File: config.mk
export PLATFORM = sky130hd
export DESIGN_NAME = mem_arbiter
export DESIGN_NICKNAME = d
export VERILOG_FILES = /design/src/rtl/mem_arbiter.sv
export SDC_FILE = /design/constraint.sdc
export NUM_CORES = 1
export LEC_CHECK = 0
export CAP_MARGIN = 25
export CORE_MARGIN = 1.5
export CORE_UTILIZATION = 25
export CTS_BUF_LIST = sky130_fd_sc_hd__clkbuf_8
export DETAILED_ROUTE_END_ITERATION = 8
export PLACE_DENSITY = 0.72
export SETUP_SLACK_MARGIN = 0.3
export SKIP_CTS_REPAIR_TIMING = 1
export SYNTH_ARGS = -nofsm -noshare
export SYNTH_HDL_FRONTEND = slang
export SYNTH_SLANG_ARGS = --single-unit
File: constraint.sdc
create_clock -name CLK -period 5.1 [get_ports CLK]
set_input_delay 1.02 -clock CLK [delete_from_list [all_inputs] [get_ports CLK]]
set_output_delay 1.02 -clock CLK [all_outputs]
set_load 0.05 [all_outputs]
File: src/rtl/mem_arbiter.sv
// Arbitrates icache and dcache misses/writebacks onto a single-ported RAM.
// dcache has priority; icache is forced through after STARVE_LIMIT consecutive dcache wins.
module mem_arbiter #(
    parameter int ADDR_W       = 32,
    parameter int DATA_W       = 32,
    parameter int STARVE_LIMIT = 4
) (
    input  logic              CLK,
    input  logic              nRST,
    input  logic              iREN,
    input  logic [ADDR_W-1:0] iaddr,
    output logic              iwait,
    output logic [DATA_W-1:0] iload,
    input  logic              dREN,
    input  logic              dWEN,
    input  logic [ADDR_W-1:0] daddr,
    input  logic [DATA_W-1:0] dstore,
    output logic              dwait,
    output logic [DATA_W-1:0] dload,
    output logic              ram_ren,
    output logic              ram_wen,
    output logic [ADDR_W-1:0] ram_addr,
    output logic [DATA_W-1:0] ram_store,
    input  logic [DATA_W-1:0] ram_load,
    input  logic              ram_ready,
    input  logic              ram_error,
    output logic              err
);

    localparam int CNT_W = $clog2(STARVE_LIMIT + 1);
    localparam logic [CNT_W-1:0] LIMIT = CNT_W'(STARVE_LIMIT);

    typedef enum logic [1:0] {IDLE, SERVE_I, SERVE_D} state_t;

    state_t              r_state;
    state_t              w_next_state;
    logic [CNT_W-1:0]    r_starve;
    logic                r_ram_ren;
    logic                r_ram_wen;
    logic [ADDR_W-1:0]   r_ram_addr;
    logic [DATA_W-1:0]   r_ram_store;
    logic                r_err;

    logic w_dreq;
    logic w_starved;
    logic w_grant_i;
    logic w_grant_d;
    logic w_done;
    logic w_abort;

    assign w_dreq    = dREN | dWEN;
    assign w_starved = iREN && (r_starve == LIMIT);
    assign w_grant_i = iREN && (w_starved || !w_dreq);
    assign w_grant_d = w_dreq && !w_starved;
    assign w_done    = ram_ready | ram_error;
    // Writes are never abandoned: once the RAM has been strobed it must finish.
    assign w_abort   = ((r_state == SERVE_I) && !iREN) ||
                       ((r_state == SERVE_D) && !r_ram_wen && !w_dreq);

    always_ff @(posedge CLK or negedge nRST) begin
        if (!nRST) begin
            r_state <= IDLE;
        end else begin
            r_state <= w_next_state;
        end
    end

    always_comb begin
        w_next_state = r_state;
        case (r_state)
            IDLE: begin
                if (w_grant_i) begin
                    w_next_state = SERVE_I;
                end else if (w_grant_d) begin
                    w_next_state = SERVE_D;
                end
            end
            SERVE_I, SERVE_D: begin
                if (w_done || w_abort) begin
                    w_next_state = IDLE;
                end
            end
            default: w_next_state = IDLE;
        endcase
    end

    always_comb begin
        iwait = 1'b1;
        dwait = 1'b1;
        iload = '0;
        dload = '0;
        if (w_done) begin
            case (r_state)
                SERVE_I: begin
                    iwait = 1'b0;
                    iload = ram_load;
                end
                SERVE_D: begin
                    dwait = 1'b0;
                    if (!r_ram_wen) begin
                        dload = ram_load;
                    end
                end
                default: ;
            endcase
        end
    end

    // RAM request lines and starvation count only change on a grant or on completion.
    always_ff @(posedge CLK or negedge nRST) begin
        if (!nRST) begin
            r_starve    <= '0;
            r_ram_ren   <= 1'b0;
            r_ram_wen   <= 1'b0;
            r_ram_addr  <= '0;
            r_ram_store <= '0;
            r_err       <= 1'b0;
        end else begin
            if ((r_state != IDLE) && ram_error) begin
                r_err <= 1'b1;
            end
            if (r_state == IDLE) begin
                if (w_grant_i) begin
                    r_ram_ren  <= 1'b1;
                    r_ram_wen  <= 1'b0;
                    r_ram_addr <= iaddr;
                    r_starve   <= '0;
                end else if (w_grant_d) begin
                    r_ram_ren   <= !dWEN;
                    r_ram_wen   <= dWEN;
                    r_ram_addr  <= daddr;
                    r_ram_store <= dstore;
                    if (!iREN) begin
                        r_starve <= '0;
                    end else if (r_starve != LIMIT) begin
                        r_starve <= r_starve + 1'b1;
                    end
                end
            end else if (w_done || w_abort) begin
                r_ram_ren <= 1'b0;
                r_ram_wen <= 1'b0;
            end
        end
    end

    assign ram_ren   = r_ram_ren;
    assign ram_wen   = r_ram_wen;
    assign ram_addr  = r_ram_addr;
    assign ram_store = r_ram_store;
    assign err       = r_err;

endmodule

# After elaboration in Yosys (flattened, before gate mapping)
# Index checks and enable logic that the tools add are counted.
# classes
addsub	1
n_eq_ne	7
mux	26
bitwise	3
reduce_logical	25
# ops
operator	n
two-way mux 32 bit	7
two-way mux 3 bit	4
two-way mux 1 bit	11
logical AND 1 bit	7
two-way mux 2 bit	3
inequality test 3 bit, second input constant	2
AND reduction 2 bit	3
AND reduction 3 bit	2
nonzero test 2 bit	3
logical NOT 1 bit	5
case mux 2 bit (2 select lines)	1
adder 3 x 1 -> 3 bit, second input constant	1
equality test 3 bit, second input constant	1
logical OR 1 bit	3
inequality test 3 x 1 -> 1 bit, second input constant	1
equality test 2 x 1 -> 1 bit, second input constant	1
equality test 2 bit, second input constant	1
logical NOT 2 bit	1
inequality test 2 bit, second input constant	1
OR 1 bit	2
OR reduction 2 bit	1
inverter 1 bit	1
# word_totals
register_bits	72
input_bits	135
output_inout_bits	133
elab_cells	69

# Depth between registers and ports, before layout
# Gate-level depths: netlist (run 1).
# logic_depth
depth_word	7
mapped_depth	8

# Worst setup path after synthesis (run 1)
# No wires, ideal clock.
# synth_path
path_type	input to output
from	in ram_ready
to	out dload[10]
arrival_ns	2.918
required_time_ns	4.080
setup_slack_ns	1.162
path_stages	4
path_cell_list	o21ai_0 -> nor2_1 -> clkbuf_1 -> and2_1
# synth_via
elab_chain_len	2
# synth_rtl
element	line_no	text
start, declared	25	input logic ram_ready,
OR 1 bit	55	assign w_done = ram_ready | ram_error;
two-way mux 32 bit	92	if (w_done) begin
end, declared	19	output logic [DATA_W-1:0] dload,
# Every way passes these cells.

# Worst setup path in the final report (run 1)
# layout_path
from	in ram_ready
to	out iload[27]
# layout_via
elab_chain_len	2
# layout_rtl
element	line_no	text
OR 1 bit	55	
two-way mux 32 bit	92	
end, declared	13	output logic [DATA_W-1:0] iload,
# Every way passes these cells.

==> results of run 1 <==
## through the flow
step	area (sq um)	hold slack, ps	setup WS, ps	cells	util (%)
finish	6750	459	1080	823	46.3
global route	6750	504	933	823	46.3
CTS	6720	467	1060	822	46.1
detailed placement	6520	448	1060	806	44.7
global placement	6510	444	1110	805	44.6
floorplan	3740	484	1160	380	-
## power by group through the flow
| stage | logic, mW | clock network [mW] | registers, mW |
|---|---|---|---|
| 2_1_floorplan | 0.939 | 0 | 1.94 |
| 3_5_place_dp | 2.84 | 0 | 1.02 |
| 3_3_place_gp | 2.80 | 0 | 0.999 |
| 5_1_grt | 2.96 | 0.494 | 1.05 |
| 6_report | 2.83 | 0.455 | 1.01 |
| 4_1_cts | 2.85 | 0.477 | 1.01 |
## flip-flops by register name, summed over array words and instances (netlist names)
| name | cells |
|---|---|
| ram_ren | 1 |
| ram_store | 32 |
| err | 1 |
| ram_addr | 32 |
| ram_wen | 1 |
| r_state | 2 |
| r_starve | 3 |
## placed cells by master, fill, tap and decap left out, drive strengths merged, types with 3 or more instances in the layout
| master | instances |
|---|---|
| clkdlybuf4s50 | 255 |
| dfrtp | 72 |
| and2 | 65 |
| nor2 | 37 |
| o21ai | 34 |
| a31oi | 33 |
| a21oi | 33 |
| mux2 | 32 |
| buf | 20 |
| clkbuf | 10 |
| inv | 8 |
| nand3 | 6 |
| nand2 | 5 |
| ha | 5 |
| o31ai | 3 |
| clkinv | 3 |
## how the worst min path moves through the flow
stage           startpoint           to  slack [ps]
6_report               err          err         460
2_1_floorplan  r_starve[0]  r_starve[0]         480
3_3_place_gp           err          err         440
5_1_grt                err          err         500
3_5_place_dp           err          err         450
4_1_cts                err          err         470
## cell families after synthesis
family | Yosys count
AOI/OAI and AO/OA | 111
adders and majority gates | 5
buffers and inverters | 39
DFF | 72
muxes | 32
and+or+nand+nor | 121
## per-layer routing
metal  up-vias  routed length, um  GRT usage (%)
met3        17               1240           5.95
met4         0                247           5.48
met5         -                  0              0
met1      1889               5080           18.6
li1       1832                  -              -
met2       217               7470           33.0
## cell type report
type                    count  area, sq um
clock buffers              10          138
clock inverters             6         60.1
fillers                  1377         7840
inverters                   7         26.3
multi-input cells         269         1760
flip-flops and latches     72         1800
well taps                 184          230
repair buffers            275         2730
==> results.tsv, run 1 <==
metric	value	unit
max-slew-margin-rel	35.5	%
tightestPinTransition	967	ps
synth_warnings	0	
r2r_setup_slack	2950	ps
syn_inst	380	
wl_per_cell	17.1	um
grt_max_degree	73	
max_stage_delay	800	ps
critPathMaxFanout	33	
p_per_area	636	nW/um^2
synth-simple-area-share	18.0	%
p_leak	2.68	nW
ant_nets	0	
dieArea	15700	sq um
drv_cap	0	
drtPass1Iterations	4	
die_x	125	um
start_util	25.6	%
synth_area_leaders	dfrtp_1 (48%), and2_1 (11%), mux2_2 (9.0%), a31oi_1 (5.5%), a21oi_1 (4.4%)	
r2r_start	r_state[0]	
path_depth	6	
switchingPower	2.21	mW
placementRows	44	
synth_edf_count	0	
portBuffers	267	
cts_buffers	9	
crit_start	ram_ready	
clk_pin_slew	80	ps
synth_compound_area_share	17.5	%
synth-xor-area-share	0	%
start_kind	primary input	
skew	9.16	ps
avgSynthCellArea	9.84	sq um
antenna_found_initial	0	
first_iter_violations	157	
grt_pass1_wl	21700	um
arrival	3000	ps
clock-sinks	72	
hp-class	flop to flop	
synth_cell_types	35	
antenna_cells	0	
nets	774	
whs_path_depth	1	
cts_root_buffer	clkbuf_8	
yosys_most_used_dff	dfrtp_1	
finalCritPeriodShare	78.8	%
seqPwrFrac	23.5	%
final_hold_viol_count	0	
slowest_stage	clkdlybuf4s50_1	
worst-setup-path-type	primary input to output port	
rsz0062_at_grt	no	
finalSetupViolCount	0	
p_clk_share	10.6	%
cp-end-kind	output port	
synth_seq_area_share	48.2	%
synth_common_cells	dfrtp_1 (72), and2_1 (65), nor2_1 (37)	
drc	0	
ioPinCount	268	
required	4080	ps
reg2reg_depth	4	
synth_top_family_by_area	simple AND/OR/NAND/NOR gates	
crit_top_cell	clkdlybuf4s50_1	
crit_chain	clkdlybuf4s50_1 > nor2_1 > nor2b_1 > buf_4 > and2_1 > clkdlybuf4s50_1	
via_per_inst	4.81	
synth_top_cell_area_share	48.2	%
area_delta_synth_final	80.5	%
fin_crit	4020	ps
synthMuxAreaShare	9.64	%
cts_tree	yes	
p_total	4.29	mW
synth_area	3740	sq um
htree_levels	3	
synth_most_common_cell	dfrtp_1	
p_comb_share	65.9	%
maxSlewViolCount	0	
gr-total-overflow	0	
async_flop_share	100	%
swShare	51.5	%
clock.fmax	0.249	GHz
core-area	14600	sq um
synthesis.nets	520	
critical_path_buf_inv_count	3	
grt_pass1_vias	4025	
routed_wirelength	14000	um
netlist.top_cell.by_area	dfrtp_1	
drive_gt1_share	11.4	%
finalSetupTns	0	ps
status	completed	
max-vdd-ir-drop	0.393	mV
worstReg2RegEnd	ram_store[3]	
p_int	2.08	mW
dp_hpwl	10900	um
clk_latency	360	ps
cts_buffer_depth	2	
vias	3955	
die_h	125	um
yosys.area_share.adder	1.67	%
critPathCapture	iload[27]	
gp_congestion	0.842	
grt_usage	17.7	%
path_delay_family	buffers and inverters	
ys_seq_elements	72	
Power figures use the tool's default switching activity.
==> run 2, diff against run 1 <==
PLACE_DENSITY = 0.75   (was 0.72)
clock period = 3.4 ns   (was 5.1 ns; I/O delays follow)
==> run 2 against run 1 <==
Critical path depth unchanged. Register-to-register slack got worse by 1600 ps. Count of clock-buffer cells in the layout grew 1. Die area is the same. Sequential cell count is the same. Largest cell class unchanged. Highest routed layer unchanged.
==> results.tsv, run 2 (synthesis results as in run 1) <==
metric	value	unit	change
antenna_found_initial	0		unchanged
max-vdd-ir-drop	0.771	mV	+96%
required	2720	ps	-1360 ps
via_per_inst	4.82		+0.31%
reg2reg_depth	4		unchanged
cp-end-kind	output port		
drive_gt1_share	20.4	%	+9.0 points
gr-total-overflow	0		unchanged
max_stage_delay	450	ps	-350 ps
crit_chain	clkdlybuf4s50_1 > nor2_1 > nor2b_2 > buf_4 > and2_1 > buf_12		
grt_usage	17.7	%	about the same
first_iter_violations	117		-25%
final_cell_area	7460	sq um	+11%
fin_cells	825		+0.24%
mostFrequentLayoutCell	clkdlybuf4s50_1		
core-area	14600	sq um	unchanged
slowest_stage	clkdlybuf4s50_1		
routed_wirelength	14100	um	+0.45%
drv_cap	0		unchanged
cts_buffer_depth	2		unchanged
cts_root_buffer	clkbuf_8		
clock.fmax	0.351	GHz	
critical_path_buf_inv_count	3		unchanged
wl_per_cell	17.1	um	+0.21%
max-slew-margin-rel	30.6	%	-4.8 points
start_util	25.6	%	unchanged
skew	11.8	ps	+2.65 ps
cts_buffers	9		unchanged
htree_levels	3		unchanged
critPathMaxFanout	33		unchanged
rsz0062_at_grt	no		
antenna_cells	0		unchanged
die_x	125	um	unchanged
die_h	125	um	unchanged
place_area	7210	sq um	+10%
path_delay_family	buffers and inverters		
vias	3977		+0.56%
drc	0		unchanged
grt_pass1_vias	4237		+5.3%
cts_tree	yes		
placementRows	44		unchanged
dp_hpwl	11000	um	+0.78%
dieArea	15700	sq um	unchanged
gp_congestion	0.779		-7.5%
most-common-layout-cells	clkdlybuf4s50_1 (201), dfrtp_1 (72), and2_1 (65)		
tightestPinTransition	1040	ps	+72.4 ps
start_kind	primary input		
grt_max_degree	73		unchanged
fin_crit	2850	ps	
clk_latency	350	ps	about the same
worst-setup-path-type	primary input to output port		
clock-sinks	72		unchanged
ioPinCount	268		unchanged
ant_nets	0		unchanged
final_hold_viol_count	0		unchanged
finalCritPeriodShare	83.8	%	
finalSetupTns	0	ps	unchanged
placed_cells	809		+0.37%
finalSetupViolCount	0		unchanged
p_leak	2.99	nW	+11%
status	completed		
arrival	2170	ps	-830 ps
p_per_area	928	nW/um^2	+46%
clk_pin_slew	90	ps	about the same
grt_pass1_wl	21900	um	+1.1%
maxSlewViolCount	0		unchanged
hp-class	primary input to async pin		
drtPass1Iterations	5		+1
nets	776		+0.26%
holdWs	478	ps	+18.7 ps
path_depth	6		unchanged
portBuffers	267		unchanged
area_delta_synth_final	99.5	%	
-- run 2: cell types whose count changed in the layout (fill, tap and decap cells not counted), sizes merged --
cell / delta
buf: +56
bufinv: +2
clkbuf: +1
clkdlybuf4s50: -54
clkinv: -2
inv: -1
-- run 2: worst paths after layout --
kind                                  from           end  slack (ps)
worst max-delay path             ram_error     iload[23]         550
worst max register to register  r_state[1]  ram_store[3]        1310
max in group asynchronous             nRST  ram_store[0]        2320
worst min-delay path                  nRST  ram_addr[31]         480
min in group CLK                       err           err         480
worst min register to register         err           err         480
-- run 2: report_power, final --
part           switching, mW  internal (mW)
logic                   2.82           1.73
registers              0.241           1.28
clock network          0.334          0.527
-- run 2: per-layer routing --
layer  global-route usage, %  vias up  part of all wire, %
met5                       0        -                    0
met4                    7.22        0                  2.3
met3                    5.52       25                  8.6
met2                    32.1      222                   51
met1                    18.9     1902                   38
li1                        -     1828                    -
-- run 2: stage by stage --
step	setup WS [ps]	total power, mW	utilization (%)
after floorplan	590	4.31	-
after global routing	479	7.24	51.1
after CTS	562	6.99	51.1
final	551	6.92	51.1
after detailed placement	564	6.09	49.4
after global placement	572	6.00	49.4
-- run 2: final cells by class --
type	instances	area [sq um]
Multi-Input combinational cell	269	1760
Timing Repair Buffer	277	3380
Tap cell	184	230
Inverter	7	26.3
Fill cell	1258	7130
Clock inverter	5	103
Sequential cell	72	1800
Clock buffer	11	151
-- run 2: worst reg2reg max path, delay by kind of cell, from the launching register on --
kind | cells | cell delay, ps
muxes | 1 | 490
adders and majority gates | 1 | 470
and+or+nand+nor | 1 | 480
buffers and inverters | 1 | 100
DFF | 1 | 430
